===== src/rtl/addsub_rr_sched.sv =====
// Round-robin scheduler sharing one 27-bit add/subtract core between two requesters.
// Issue register S1 feeds the combinational core; result register S2 presents its output.

module sub_nadd_27_bits (
    input  logic        sub,
    input  logic [26:0] a,
    input  logic [26:0] b,
    output logic [27:0] sum
);
    logic [26:0] b_eff;

    always_comb begin
        b_eff = sub ? ~b : b;
        sum   = {1'b0, a} + {1'b0, b_eff} + {27'd0, sub};
    end
endmodule

module addsub_rr_sched #(
    parameter int TAG_W = 4
) (
    input  logic             clk,
    input  logic             rst,
    input  logic             req0_valid,
    output logic             req0_ready,
    input  logic [26:0]      req0_a,
    input  logic [26:0]      req0_b,
    input  logic             req0_sub,
    input  logic [TAG_W-1:0] req0_tag,
    input  logic             req1_valid,
    output logic             req1_ready,
    input  logic [26:0]      req1_a,
    input  logic [26:0]      req1_b,
    input  logic             req1_sub,
    input  logic [TAG_W-1:0] req1_tag,
    output logic             res_valid,
    input  logic             res_ready,
    output logic [27:0]      res_sum,
    output logic             res_id,
    output logic [TAG_W-1:0] res_tag,
    output logic             busy
);
    logic             v1_q, v1_d;
    logic             v2_q, v2_d;
    logic             prio_q, prio_d;
    logic [26:0]      a1_q, a1_d;
    logic [26:0]      b1_q, b1_d;
    logic             sub1_q, sub1_d;
    logic             id1_q, id1_d;
    logic [TAG_W-1:0] tag1_q, tag1_d;
    logic [27:0]      sum2_q, sum2_d;
    logic             id2_q, id2_d;
    logic [TAG_W-1:0] tag2_q, tag2_d;

    logic             adv1, adv2;
    logic             grant0, grant1;
    logic             accept;
    logic [27:0]      core_sum;

    sub_nadd_27_bits u_core (
        .sub (sub1_q),
        .a   (a1_q),
        .b   (b1_q),
        .sum (core_sum)
    );

    // res_ready reaches the request readies combinationally so a full pipe reopens in the same cycle.
    always_comb begin
        adv2       = !v2_q || res_ready;
        adv1       = !v1_q || adv2;
        grant0     = req0_valid && (!req1_valid || !prio_q);
        grant1     = req1_valid && (!req0_valid || prio_q);
        req0_ready = !rst && adv1 && grant0;
        req1_ready = !rst && adv1 && grant1;
        accept     = req0_ready || req1_ready;
    end

    always_comb begin
        v1_d   = v1_q;
        a1_d   = a1_q;
        b1_d   = b1_q;
        sub1_d = sub1_q;
        id1_d  = id1_q;
        tag1_d = tag1_q;
        prio_d = prio_q;
        v2_d   = v2_q;
        sum2_d = sum2_q;
        id2_d  = id2_q;
        tag2_d = tag2_q;

        if (adv1) begin
            v1_d = accept;
        end
        if (accept) begin
            prio_d = !prio_q;
            if (grant1) begin
                a1_d   = req1_a;
                b1_d   = req1_b;
                sub1_d = req1_sub;
                id1_d  = 1'b1;
                tag1_d = req1_tag;
            end else begin
                a1_d   = req0_a;
                b1_d   = req0_b;
                sub1_d = req0_sub;
                id1_d  = 1'b0;
                tag1_d = req0_tag;
            end
        end

        if (adv2) begin
            v2_d = v1_q;
        end
        if (v1_q && adv2) begin
            sum2_d = core_sum;
            id2_d  = id1_q;
            tag2_d = tag1_q;
        end
    end

    always_ff @(posedge clk) begin
        if (rst) begin
            v1_q   <= 1'b0;
            v2_q   <= 1'b0;
            prio_q <= 1'b0;
        end else begin
            v1_q   <= v1_d;
            v2_q   <= v2_d;
            prio_q <= prio_d;
        end
    end

    // Payload registers are qualified by the valid bits, so they need no reset.
    always_ff @(posedge clk) begin
        a1_q   <= a1_d;
        b1_q   <= b1_d;
        sub1_q <= sub1_d;
        id1_q  <= id1_d;
        tag1_q <= tag1_d;
        sum2_q <= sum2_d;
        id2_q  <= id2_d;
        tag2_q <= tag2_d;
    end

    assign res_valid = v2_q;
    assign res_sum   = sum2_q;
    assign res_id    = id2_q;
    assign res_tag   = tag2_q;
    assign busy      = v1_q || v2_q;
endmodule

===== config.mk =====
export PLATFORM = sky130hd
export DESIGN_NAME = addsub_rr_sched
export DESIGN_NICKNAME = d
export VERILOG_FILES = /design/src/rtl/addsub_rr_sched.sv
export SDC_FILE = /design/constraint.sdc
export NUM_CORES = 1
export LEC_CHECK = 0
export CORE_UTILIZATION = 43
export CTS_CLUSTER_SIZE = 40
export DETAILED_ROUTE_END_ITERATION = 16
export PLACE_DENSITY = 0.77
export SLEW_MARGIN = 0
export SYNTH_ARGS = -nofsm -noshare
export SYNTH_HDL_FRONTEND = slang
export SYNTH_SLANG_ARGS = --single-unit

===== constraint.sdc =====
create_clock -name clk -period 3.2 [get_ports clk]
set_input_delay 0.64 -clock clk [delete_from_list [all_inputs] [get_ports clk]]
set_output_delay 0.64 -clock clk [all_outputs]
set_load 0.01 [all_outputs]

==> implementation parameters <==
Parameter                              Value

Worst setup path
  Length in cells of the worst reg-to-reg path ... 10
  R2R setup slack ... 80 ps
  Data arrival time of the worst path ... 3290 ps
  Startpoint of the worst-slack reg-to-reg timing path ... sub1_q
  Required time at the worst-slack endpoint ... 3380 ps
  Classification of the worst setup path ... reg2reg
  Top delay family on crit path ... compound AO/OA/AOI/OAI gates
  Cell breakdown of the critical path ... buf_8 > xor2_1 > ha_1 > a21o_1 > a211o_1 > o2111ai_2 > o211ai_2 > o311a_1 > or4b_1 > o2111ai_1
  R2R Path End ... res_sum[24]
  Slowest CP cell ... or4b_1
  Category of the worst setup path capture point ... register
  Buf/Inv on CP ... 1
  Maximum cell stage delay along the critical path ... 510 ps
  Worst Setup Start Kind ... register
  Highest net fanout along the worst path ... 18

Synth
  Flops & latches, synth ... 96
  Synth Net Count ... 682
  Top cell type by total area after synthesis ... edfxtp_1
  Count of different cell masters after synthesis ... 46
  Share of synthesized area occupied by flip-flops and latches ... 0.538
  Post-synthesis instance total ... 530
  Synth Warn # ... 0
  Area contributors post-synth ... edfxtp_1, nand2_1, ha_1
  Async set-reset flop share out of synthesis ... 0
  Most instantiated flip-flop cell in the synthesis netlist ... edfxtp_1
  Proportion of netlist area held by the largest area contributor ... 0.526
  Mean instance size in the synthesized netlist ... 10.0 µm²
  EDFF count, synth ... 93
  Total standard cell area after synthesis ... 0.00531 mm²

Clock tree
  Clock slew at reported path FFs ... 70 ps
  H-tree lvl count ... 3
  Clock buffer depth ... 2
  Worst-Skew Late Latency ... 350 ps
  TritonCTS clock tree ... yes
  Sinks on Clock Net ... 96
  Post-CTS Hold Fix Bufs ... 0
  Root buffer cell ... clkbuf_16
  Number of CTS-inserted buffers ... 9

Floorplanning
  Number of top-level pins ... 160
  Total core area ... 0.0120 mm²
  Horizontal die dimension ... 113 µm
  Die boundary height ... 113 µm
  Full die area ... 0.0128 mm²
  Number of standard-cell rows in the floorplan ... 40
  Initial cell density of the core ... 0.442

Worst hold path
  Worst Hold Depth ... 0
  Worst Hold Launch ... id1_q
  Hold/Removal Path Class ... reg2reg
  Min-Delay Endpoint ... res_id

STA
  Setup slack of the critical path after layout ... 84.4 ps
  Final Setup Violations ... 0
  Clock period minus worst slack ... 3120 ps
  Number of hold violations in the final report ... 0
  Clock skew ... 6.31 ps
  Ratio of final minimum period to clock period ... 0.974
  Transition time of the tightest slew-check pin ... 633 ps
  RSZ-0062 raised after global routing ... true
  FMAX ... 321 MHz
  Worst rel slew slack ... 0.577
  Number of pins exceeding their max-slew limit in the final report ... 0

Placed design
  Post-DP Area ... 0.00714 mm²
  RD Place Congestion ... 0.902
  Dpl hpwl ... 9780 µm
  Pre-CTS setup slack ... 72.0 ps
  Number of buffers added on ports ... 159

Global routing
  Remaining Overflow, GRT ... 0
  Global Route Usage Sum ... 0.208
  Largest net degree at the start of global routing ... 61
  Via count of the first global-routing pass ... 4,406
  Number of antenna violations at the first check in global routing ... 0
  Global-route wire length before repair ... 20,600 µm

Routing
  Violation count after the first detailed-route iteration ... 210
  Detail Route Antenna Nets ... 0
  Average detailed-routed wire length per instance ... 15.0 µm
  DR vias/cell ... 5.06
  Total via count in the routed design ... 4,304
  Routed wire length ... 12,700 µm
  Number of iterations in the first detailed-routing pass ... 4
  Total DRC errors in the routed layout ... 0

Power and ir drop
  Pwr dens ... 526 mW/mm²
  Leakage power ... 0.00309 µW
  Max IR drop VDD ... 0.000251 V

Cells and area
  Area growth syn-to-layout ... 41.0%
  Most common cell after layout, fill and taps aside ... nand2_1
  Register area ... 0.00285 mm²
  FILL cells ... 979
  Area of combinational cells with multiple inputs ... 0.00237 mm²
  # nets final ... 850
  Share of layout cells above drive strength 1 ... 0.0626
  Post-route core utilization ... 0.623
  Antenna cell count ... 0
  Most frequent cells in the layout ... nand2_1, clkdlybuf4s50_1, edfxtp_1
  Final non-filler cell area ... 0.00748 mm²

Job
  Number of max-capacitance violations reported ... 0

Outcome
  Outcome ... finished, final reports clean
area by class of cell:
cell class                 instances  share of cell area
sequential                        96               0.381
multi-input combinational        404               0.317
timing repair buffer             176               0.232
clock buffer                      11              0.0311
tap                              147              0.0246
clock inverter                     5             0.00769
inverter                          11             0.00552
cell usage after synthesis (6+ instances only):
master,count
nand2b_1,6
o21ai_0,14
nand2_1,195
ha_1,28
edfxtp_1,93
and3_1,6
nor2_1,17
clkbuf_1,14
a21oi_1,28
a21o_1,7
xnor2_1,15
xor2_1,35
inv_1,10
worst register-to-register path, delay by kind of cell, from the launching register on:
family / cells / cell delay (ps)
simple gates: 1 / 510
compound gates: 6 / 1380
xor+xnor: 1 / 180
buf+inv: 1 / 210
flops: 1 / 470
fa+ha+maj: 1 / 210
state kept, by name (all words and copies together) (netlist names), 4 cells and up:
register	cells
a1_q	27
b1_q	27
res_sum	28
res_tag	4
tag1_q	4
what timing repair did:
action / CTS / global route
endpoints found under the setup margin: 0 / 5
buffers inserted: 0 / 3
resized for setup: 0 / 5
kinds of logic after synthesis:
group           after synthesis  share of synthesized area
compound gates               78                     0.0953
xor+xnor                     50                     0.0825
fa+ha+maj                    29                     0.0698
buf+inv                      30                     0.0217
flops                        96                      0.538
mux                           2                    0.00377
simple gates                245                      0.189
worst max-delay path by stage:
stage                       end  startpoint  slack [ps]  cells past startpoint
finish              res_sum[24]      sub1_q          80                     10
floorplan           res_sum[24]      sub1_q         150                     11
global placement    res_sum[24]      sub1_q         180                     10
global route        res_sum[24]      sub1_q         -30                     10
CTS                 res_sum[24]      sub1_q          50                     10
detailed placement  res_sum[24]      sub1_q          70                     10
metal layers:
layer	wire length [µm]	GRT usage	vias to the layer above	part of all wire
li1	-	-	2162	-
met2	6510	0.368	144	0.51
met3	564	0.0273	13	0.044
met4	201	0.0825	0	0.016
met1	5470	0.258	1985	0.43
met5	0	0	-	0
power breakdown:
part / switching, µW / internal, µW / leakage [µW]
sequential: 45.2 / 1570 / 0.000901
combinational: 648 / 603 / 0.00204
clock: 459 / 607 / 0.000143
per-stage QoR:
stage                     cells  setup TNS, ps  hold slack (ps)  total power [µW]
after detailed placement    831              0              412              2860
after global routing        850          -44.3              444              4130
after global placement      831              0              403              2820
after floorplan             530              0              400              2390
after CTS                   847              0              428              3920
final                       850              0              424              3930
No activity file was read; power rests on OpenSTA's default activity.
